<file path="src/rtl/svm_cfg_pkg.sv">
// Shared types and register map for the SVM configuration loader.
package svm_cfg_pkg;

  typedef enum logic [2:0] {
    StIdle,
    StWr,
    StRd,
    StWait,
    StFinWr,
    StAbort
  } cfg_state_e;

  localparam logic [15:0] CFG_DONE_ADDR = 16'd9;

  // SVM accelerator register map
  localparam logic [15:0] OP_MODE      = 16'd0;
  localparam logic [15:0] NUM_SV       = 16'd1;
  localparam logic [15:0] NUM_FEAT     = 16'd2;
  localparam logic [15:0] KERNEL_SEL   = 16'd3;
  localparam logic [15:0] GAMMA        = 16'd4;
  localparam logic [15:0] COEF0        = 16'd5;
  localparam logic [15:0] POLY_DEGREE  = 16'd6;
  localparam logic [15:0] BIAS         = 16'd7;
  localparam logic [15:0] SV_BASE      = 16'd8;
  localparam logic [15:0] CFG_DONE     = 16'd9;
  localparam logic [15:0] ALPHA_BASE   = 16'd10;
  localparam logic [15:0] FEAT_SCALE   = 16'd11;
  localparam logic [15:0] FEAT_OFFSET  = 16'd12;
  localparam logic [15:0] IRQ_EN       = 16'd13;
  localparam logic [15:0] STATUS       = 16'd14;
  localparam logic [15:0] SCATTER_BASE = 16'd15;

endpackage

</file>
<file path="src/rtl/svm_cfg_loader_if.sv">
// Register bus between the config loader (master) and the register responder (slave).
interface svm_cfg_loader_if;
  logic        cfg_req_vld;
  logic        cfg_data_rb_w;
  logic [15:0] cfg_addr;
  logic [31:0] cfg_data;
  logic        cfg_data_rd_vld;
  logic [31:0] cfg_rd_data;

  modport master (
    output cfg_req_vld, cfg_data_rb_w, cfg_addr, cfg_data,
    input  cfg_data_rd_vld, cfg_rd_data
  );

  modport slave (
    input  cfg_req_vld, cfg_data_rb_w, cfg_addr, cfg_data,
    output cfg_data_rd_vld, cfg_rd_data
  );
endinterface

</file>
<file path="src/rtl/svm_cfg_timeout_cnt.sv">
// Read-back timeout counter: clear, count enabled cycles, flag the LIMIT-th one.
module svm_cfg_timeout_cnt #(
  parameter int unsigned LIMIT = 15,
  localparam int unsigned CNT_W = $clog2(LIMIT + 1)
) (
  input  logic clk,
  input  logic rst_n,
  input  logic clr,
  input  logic en,
  output logic expired
);

  logic [CNT_W-1:0] cnt_q;

  always_ff @(posedge clk) begin
    if (!rst_n) begin
      cnt_q <= '0;
    end else if (clr) begin
      cnt_q <= '0;
    end else if (en && !expired) begin
      cnt_q <= cnt_q + 1'b1;
    end
  end

  // The current enabled cycle counts, so expiry marks the LIMIT-th waiting cycle.
  assign expired = en && (cnt_q == CNT_W'(LIMIT - 1));

endmodule

</file>
<file path="src/rtl/svm_cfg_loader.sv">
// Streams a config table onto the register bus, optionally verifying each write by read-back.
module svm_cfg_loader
  import svm_cfg_pkg::*;
#(
  parameter int unsigned N_ENTRIES   = 16,
  parameter int unsigned TIMEOUT_CYC = 15,
  parameter logic [15:0] DONE_ADDR   = CFG_DONE_ADDR,
  localparam int unsigned IDX_W      = (N_ENTRIES > 1) ? $clog2(N_ENTRIES) : 1
) (
  input  logic                 clk,
  input  logic                 rst_n,
  input  logic                 start,
  input  logic                 verify_en,
  output logic [IDX_W-1:0]     tbl_idx,
  input  logic [15:0]          tbl_addr,
  input  logic [31:0]          tbl_data,
  svm_cfg_loader_if.master     cfg,
  output logic                 busy,
  output logic                 done,
  output logic                 err,
  output logic [IDX_W-1:0]     err_idx
);

  cfg_state_e       state_q;
  logic [IDX_W-1:0] idx_q;
  logic             verify_q;
  logic [15:0]      addr_q;
  logic [31:0]      exp_q;
  logic             done_q;
  logic             err_q;
  logic [IDX_W-1:0] err_idx_q;
  logic             last_entry;
  logic             tmr_expired;

  assign last_entry = (idx_q == IDX_W'(N_ENTRIES - 1));

  svm_cfg_timeout_cnt #(
    .LIMIT (TIMEOUT_CYC)
  ) u_timeout (
    .clk     (clk),
    .rst_n   (rst_n),
    .clr     (state_q == StRd),
    .en      (state_q == StWait),
    .expired (tmr_expired)
  );

  always_ff @(posedge clk) begin
    if (!rst_n) begin
      state_q   <= StIdle;
      idx_q     <= '0;
      verify_q  <= 1'b0;
      addr_q    <= '0;
      exp_q     <= '0;
      done_q    <= 1'b0;
      err_q     <= 1'b0;
      err_idx_q <= '0;
    end else begin
      unique case (state_q)
        StIdle: begin
          if (start) begin
            state_q   <= StWr;
            idx_q     <= '0;
            verify_q  <= verify_en;
            done_q    <= 1'b0;
            err_q     <= 1'b0;
            err_idx_q <= '0;
          end
        end
        StWr: begin
          addr_q <= tbl_addr;
          exp_q  <= tbl_data;
          if (verify_q) begin
            state_q <= StRd;
          end else if (last_entry) begin
            state_q <= StFinWr;
          end else begin
            idx_q   <= idx_q + 1'b1;
            state_q <= StWr;
          end
        end
        StRd: state_q <= StWait;
        StWait: begin
          // Read data arriving in the expiry cycle wins over the timeout.
          if (cfg.cfg_data_rd_vld) begin
            if (cfg.cfg_rd_data != exp_q) begin
              state_q <= StAbort;
            end else if (last_entry) begin
              state_q <= StFinWr;
            end else begin
              idx_q   <= idx_q + 1'b1;
              state_q <= StWr;
            end
          end else if (tmr_expired) begin
            state_q <= StAbort;
          end
        end
        StFinWr: begin
          done_q  <= 1'b1;
          state_q <= StIdle;
        end
        StAbort: begin
          err_q     <= 1'b1;
          err_idx_q <= idx_q;
          state_q   <= StIdle;
        end
        default: state_q <= StIdle;
      endcase
    end
  end

  assign cfg.cfg_req_vld   = (state_q == StWr) || (state_q == StRd) || (state_q == StFinWr);
  assign cfg.cfg_data_rb_w = (state_q == StWr) || (state_q == StFinWr);

  always_comb begin
    cfg.cfg_addr = '0;
    cfg.cfg_data = '0;
    case (state_q)
      StWr: begin
        cfg.cfg_addr = tbl_addr;
        cfg.cfg_data = tbl_data;
      end
      StRd:    cfg.cfg_addr = addr_q;
      StFinWr: begin
        cfg.cfg_addr = DONE_ADDR;
        cfg.cfg_data = 32'h1;
      end
      default: ;
    endcase
  end

  assign tbl_idx = idx_q;
  assign busy    = (state_q != StIdle);
  assign done    = done_q;
  assign err     = err_q;
  assign err_idx = err_idx_q;

endmodule

</file>
<file path="src/flat_wrapper.sv">
// flat-port wrapper written by rule: the top's interface ports become plain ports
module svm_cfg_loader_flat import svm_cfg_pkg::*;
#(
  parameter int unsigned N_ENTRIES   = 16,
  parameter int unsigned TIMEOUT_CYC = 15,
  parameter logic [15:0] DONE_ADDR   = CFG_DONE_ADDR,
  localparam int unsigned IDX_W      = (N_ENTRIES > 1) ? $clog2(N_ENTRIES) : 1
)
  (clk, rst_n, start, verify_en, tbl_idx, tbl_addr, tbl_data, busy, done, err, err_idx, cfg_cfg_req_vld, cfg_cfg_data_rb_w, cfg_cfg_addr, cfg_cfg_data, cfg_cfg_data_rd_vld, cfg_cfg_rd_data);
  svm_cfg_loader_if cfg_i ();
  input  logic clk;
  input  logic rst_n;
  input  logic start;
  input  logic verify_en;
  output logic [IDX_W-1:0] tbl_idx;
  input  logic [15:0] tbl_addr;
  input  logic [31:0] tbl_data;
  output logic busy;
  output logic done;
  output logic err;
  output logic [IDX_W-1:0] err_idx;
  output wire logic [$bits(cfg_i.cfg_req_vld)-1:0] cfg_cfg_req_vld;
  output wire logic [$bits(cfg_i.cfg_data_rb_w)-1:0] cfg_cfg_data_rb_w;
  output wire logic [$bits(cfg_i.cfg_addr)-1:0] cfg_cfg_addr;
  output wire logic [$bits(cfg_i.cfg_data)-1:0] cfg_cfg_data;
  input wire logic [$bits(cfg_i.cfg_data_rd_vld)-1:0] cfg_cfg_data_rd_vld;
  input wire logic [$bits(cfg_i.cfg_rd_data)-1:0] cfg_cfg_rd_data;
  assign cfg_cfg_req_vld = cfg_i.cfg_req_vld;
  assign cfg_cfg_data_rb_w = cfg_i.cfg_data_rb_w;
  assign cfg_cfg_addr = cfg_i.cfg_addr;
  assign cfg_cfg_data = cfg_i.cfg_data;
  assign cfg_i.cfg_data_rd_vld = cfg_cfg_data_rd_vld;
  assign cfg_i.cfg_rd_data = cfg_cfg_rd_data;
  svm_cfg_loader #(.N_ENTRIES(N_ENTRIES), .TIMEOUT_CYC(TIMEOUT_CYC), .DONE_ADDR(DONE_ADDR)) u_core (.clk(clk), .rst_n(rst_n), .start(start), .verify_en(verify_en), .tbl_idx(tbl_idx), .tbl_addr(tbl_addr), .tbl_data(tbl_data), .cfg(cfg_i), .busy(busy), .done(done), .err(err), .err_idx(err_idx));
endmodule
</file>
<file path="config.mk">
export PLATFORM = sky130hd
export DESIGN_NAME = svm_cfg_loader_flat
export DESIGN_NICKNAME = d
export VERILOG_FILES = /design/src/rtl/svm_cfg_pkg.sv /design/src/rtl/svm_cfg_loader_if.sv /design/src/rtl/svm_cfg_timeout_cnt.sv /design/src/rtl/svm_cfg_loader.sv /design/src/flat_wrapper.sv
export SDC_FILE = /design/constraint.sdc
export NUM_CORES = 1
export LEC_CHECK = 0
export CAP_MARGIN = 0
export CORE_MARGIN = 4
export CORE_UTILIZATION = 42
export DETAILED_ROUTE_END_ITERATION = 10
export GPL_TIMING_DRIVEN = 0
export PLACE_DENSITY = 0.9
export SLEW_MARGIN = 20
export SYNTH_ARGS = -nofsm -noshare
export SYNTH_HDL_FRONTEND = slang
export SYNTH_SLANG_ARGS = --single-unit
</file>
<file path="constraint.sdc">
create_clock -name clk -period 2.8 [get_ports clk]
set_clock_uncertainty 0.15 [all_clocks]
set_input_delay 0.56 -clock clk [delete_from_list [all_inputs] [get_ports clk]]
set_output_delay 0.56 -clock clk [all_outputs]
set_load 0.02 [all_outputs]
</file>
# ---- Yosys cells after proc, flatten, opt, wreduce, memory -nomap -nowiden
# Index checks and enable logic that the tools add are counted.
dict set report totals {
  ramBits 0
  n_memories 0
  reg_bits 66
  rom_bits 0
  latch_bits 0
}
dict set report op_classes {
  eq_ne 13
  n_reduce_logical 17
  n_addsub 2
  order_cmp 0
  shifts 0
  div_mod_pow 0
  n_mux 19
  bitwise 1
  multipliers 0
}
# operator n
set ops {}
lappend ops {{$pmux W32 S2} 1}
lappend ops {{$pmux W16 S3} 1}
lappend ops {{$ne A32 B32 Y1} 1}
lappend ops {{$mux W4} 5}
lappend ops {{$mux W3} 6}
lappend ops {{$pmux W3 S4} 1}
lappend ops {{$pmux W4 S3} 1}
lappend ops {{$add A4 B1 Y4 const B} 2}
lappend ops {{$eq A4 B4 Y1 const B} 2}
lappend ops {{$ne A2 B2 Y1 const B} 4}
lappend ops {{$pmux W4 S2} 1}
lappend ops {{$reduce_and A2 Y1} 4}
lappend ops {{$eq A3 B2 Y1 const B} 2}
lappend ops {{$eq A3 B3 Y1 const B} 2}
lappend ops {{$reduce_bool A3 Y1} 2}
lappend ops {{$reduce_and A5 Y1} 1}
lappend ops {{$pmux W1 S2} 2}
lappend ops {{$reduce_bool A2 Y1} 2}
lappend ops {{$eq A3 B1 Y1 const B} 1}
lappend ops {{$logic_not A3 Y1} 1}
lappend ops {{$logic_or A1 B1 Y1} 3}
lappend ops {{$ne A3 B2 Y1 const B} 1}
lappend ops {{$logic_and A1 B1 Y1} 2}
lappend ops {{$reduce_or A2 Y1} 1}
lappend ops {{3 further kinds} 3}

# ---- Logic depth before layout (Yosys ltp)
dict set report depth {
  word_depth 5
  mapped_depth 8
  mapped_depth_nobuf 6
}

# ---- By module
# A second synthesis with hierarchy kept.
dict set report unflattened {
  cells_unflattened 407
  area_unflattened_um2 3375.7
}
# module cells_per_inst n_inst area_per_inst_um2
set by_module_without_submodules {}
lappend by_module_without_submodules {svm_cfg_loader 383 1 3163.0}
lappend by_module_without_submodules {svm_cfg_timeout_cnt 24 1 212.7}

# ---- Worst setup path after synthesis
# OpenSTA, ideal clock, no wires.
dict set report synth_path {
  kind {register to output}
  start {register u_core.state_q[2]}
  end {output port cfg_cfg_addr[10]}
  required_ns 2.090
  stages_incl_launch_ff 8
  t_arrival_ns 1.508
  slack_ns 0.582
  path_buffers 2
  path_cell_list {dfxtp_1 clkbuf_1 inv_1 nand2_1 nor2_1 clkbuf_1 nand2_1 nand2_1}
}
dict set report synth_between {
  elab_chain_len 2
}
# item line_no
set synth_rtl {}
lappend synth_rtl {{start, declared} svm_cfg_loader.sv:24} ;# cfg_state_e state_q;
lappend synth_rtl {{start signal, assigned} svm_cfg_loader.sv:49} ;# state_q <= StIdle;
lappend synth_rtl {{start signal, assigned} svm_cfg_loader.sv:61} ;# state_q <= StWr;
lappend synth_rtl {{start signal, assigned} svm_cfg_loader.sv:73} ;# state_q <= StRd;
lappend synth_rtl {{$eq A3 B3 Y1, or another cell as far along} svm_cfg_loader.sv:117} ;# case (state_q)
lappend synth_rtl {{$pmux W16 S3 (*)} svm_cfg_loader.sv:117}
lappend synth_rtl {{end, declared} flat_wrapper.sv:24} ;# output wire logic [$bits(cfg_i.cfg_addr)-1:0] cfg_cfg_addr;
# Every way passes the cells marked *; elsewhere a longest branch is shown, timed or not.

# ---- Worst setup path after layout
dict set report layout_path {
  start {register u_core.state_q[2]}
  end {output port cfg_cfg_req_vld}
}
dict set report layout_between {
  elab_chain_len 3
}
# item line_no
set layout_rtl {}
lappend layout_rtl {{$eq A3 B1 Y1 / $eq A3 B2 Y1 (equally long branches)} svm_cfg_loader.sv:111} ;# assign cfg.cfg_req_vld = (state_q == StWr) || (state_q == StRd) || (state_q == StFinWr);
lappend layout_rtl {{$logic_or A1 B1 Y1} svm_cfg_loader.sv:111}
lappend layout_rtl {{$logic_or A1 B1 Y1 (*)} svm_cfg_loader.sv:111}
lappend layout_rtl {{end, declared} flat_wrapper.sv:22} ;# output wire logic [$bits(cfg_i.cfg_req_vld)-1:0] cfg_cfg_req_vld;
# Marked as above.

==> reports/metrics.cfg <==
[layout]
layout-drive-gt1-share_pct = 10.79
utilization_pct = 65.10
mostFrequentLayoutCells = 94 x clkdlybuf4s50_1, 78 x nand2_1, 66 x dfxtp_1
area_growth_pct = 51.11
multi_input_area_um2 = 1897
fin_nets = 640
nFillCells = 660
final_common_cell = clkdlybuf4s50_1
n_antenna_cell = 0
register_area_um2 = 1321

[routing]
num_vias = 3415
drt_first_pass_iters = 5
ant_nets = 0
drt-total-wl_um = 10490
drt_iter0_markers = 171
viasPerCell = 5.190
post_drt_wl_per_cell_um = 15.94
drc_errors = 0

[clock_network]
cts.hold.buffers_added = 0
cts_sinks = 66
clk_latency_ns = 0.34
numCtsBuffers = 9
h-tree-depth = 3
cts_tree = built
clk_path_buf_depth = 2
cts_root_buffer = clkbuf_8
path_clk_slew_ns = 0.07

[yosys]
ys_seq_area_share_pct = 39.89
netlist_area_um2 = 3312
synth_mux_area_share_pct = 0.3022
synth-main-ff-cell = dfxtp_1
yosys-top-cells-area = dfxtp_1 40%, xor2_1 9.0%, nand2_1 8.8%, o21a_1 7.0%, and2_1 6.0%
synth_compound_area_share_pct = 17.57
synth_top_family_by_area = simple AND/OR/NAND/NOR gates
synth-simple-area-share_pct = 28.45
syn_nets = 483
ys_ff_latch = 66
synthXorXnorAreaFrac_pct = 9.256
synth_edf_count = 0
synthArstFlopShare_pct = 0
synth-adder-area-share_pct = 1.133
ys_types = 40
yosysTopAreaCell = dfxtp_1
syn_area_per_cell_um2 = 8.385
syn_inst = 395
yosys_warnings = 0
synth_top_area_share_pct = 39.89

[pwr]
irDropWorstVdd_v = 0.0002630
p_per_area_nw_per_um2 = 473.3
leakage_nw = 2.310

[floorplanning]
die_w_um = 96.80
start_util_pct = 43.08
die_h_um = 96.80
core_area_um2 = 7687
rows = 32
ios = 146
die_area_um2 = 9370

[hold_path]
min_delay_worst_endpoint = u_core.addr_q[1]
min-delay-start = u_core.addr_q[1]
hold_class = reg -> reg
min_path_cells = 2

[sta]
max_freq_mhz = 368.2
tns_ns = 0
slew_viol_final = 0
slew-limit-headroom_pct = 58.62
period_needed_ns = 2.716
tightest_slew_ns = 0.6178
rsz0062_at_grt = no
period_share_pct = 97.00
final-setup-viol-count = 0
finalHoldViolCount = 0

[critical_path]
end_kind = primary output
path_class = reg -> out
crit_buf_inv = 3
r2r-end = u_core.addr_q[13]
cpMaxStageDelayCell = dfxtp_1
worstPathCellList = clkbuf_2 > inv_1 > nand2_1 > a21oi_1 > or2_2 > dlygate4sd2_1
cp_max_fo = 10
rr_worst_depth = 8
r2r_start = u_core.state_q[0]
r2r_slack_ns = 0.51
max_stage_delay_ns = 0.33
start_kind = flop
cp.required_ns = 2.09
arrival_ns = 2.01
path_delay_family = buffers and inverters
crit_cells = 6

[placement]
gp_congestion = 0.8460
portBuffers = 144
dp_hpwl_um = 8125

[global_route]
grt_pass1_wl_um = 16870
gr-usage-all-layers_pct = 22.22
antenna_found_initial = 0
grt_pass1_vias = 3429
grt_overflow = 0
grt_start_max_net_pins = 11

[status]
status = finished clean

[flow_run]
maxCapViolCount = 0

-- worst max-delay path by stage --
stage	end	slack, ns	from
finish	cfg_cfg_req_vld	0.08	u_core.state_q[2]
global route	cfg_cfg_data[23]	0.001	u_core.state_q[0]
CTS	cfg_cfg_data[15]	0.02	u_core.state_q[0]
detailed placement	cfg_cfg_addr[12]	-0.46	u_core.state_q[1]
global placement	cfg_cfg_addr[13]	-0.40	u_core.state_q[1]
floorplan	cfg_cfg_addr[10]	0.58	u_core.state_q[2]
-- stage by stage --
stage          instances  setup slack, ns  instance area (µm²)  hold WS (ns)  power (mW)
2_1_floorplan        395           0.5823                 3312        0.2937       1.336
3_3_place_gp         641          -0.4029                 4881        0.3012       1.625
3_5_place_dp         641          -0.4602                 4881        0.3108       1.642
4_1_cts              658          0.02151                 5067        0.3194       2.389
5_1_grt              658        0.0009530                 5005        0.3433       2.467
6_report             658          0.08410                 5005        0.3133       2.369
-- cell type report --
| cell class | count | share of cell area, % |
|---|---|---|
| multi-input combinational | 300 | 37.90 |
| timing repair buffer | 146 | 26.75 |
| sequential | 66 | 26.40 |
| clock buffer | 12 | 2.900 |
| tap | 102 | 2.550 |
| buffer | 24 | 2.325 |
| clock inverter | 3 | 0.8000 |
| inverter | 5 | 0.3750 |
-- flip-flops by register name, indices dropped and copies added (netlist names), 3 cells and up --
signal / flops
u_core.addr_q: 16
u_core.err_idx: 4
u_core.exp_q: 32
u_core.state_q: 3
u_core.tbl_idx: 4
u_core.u_timeout.cnt_q: 4
-- cells in the mapped netlist, drive strengths merged, types with 2 or more instances --
cell	number
nand2	78
dfxtp	66
xor2	34
and2	33
and3	31
o21a	31
a21boi	23
clkbuf	21
nand3	9
nor4	8
nor2	7
a21oi	6
inv	5
nor2b	4
o21ai	4
buf	3
ha	3
nand4	3
o31ai	3
a22oi	2
a31oi	2
nand2b	2
o311ai	2
or4	2
-- routing by layer --
metal / share of wire (%) / up-vias / GRT usage [%]
li1: - / 1660 / -
met3: 3.9 / 33 / 4.686
met4: 3.3 / 0 / 9.611
met2: 53 / 98 / 39.60
met5: 0 / - / 0
met1: 40 / 1624 / 25.50
-- kinds of logic (layout without fill, tap and decap cells) --
group	Yosys count	in the layout
XOR/XNOR	35	35
AO/OA/AOI/OAI	80	80
AND/OR/NAND/NOR	181	181
buffers and inverters	29	190
adder cells (fa/ha/maj)	3	3
multiplexers	1	1
flip-flops	66	66
-- timing repair --
action,CTS,global route
buffers inserted,2,0
gates resized for setup,61,64
endpoints found under the hold margin,0,0
pin swaps,2,0
setup endpoints to repair,46,40
-- where the power goes --
| group | internal (mW) | total, mW | leakage [nW] | switching, mW |
|---|---|---|---|---|
| logic | 0.277 | 0.572 | 1.68 | 0.295 |
| clock network | 0.428 | 0.772 | 0.0962 | 0.343 |
| registers | 0.992 | 1.02 | 0.538 | 0.0322 |
-- worst reg2reg max path, delay by kind of cell, from the launching register on --
kind                   cells  cell delay [ns]
buffers and inverters      4             1.19
and+or+nand+nor            3             0.37
DFF                        1             0.30
AOI/OAI and AO/OA          1             0.21
Note: power is estimated with default switching activity, not from simulation.
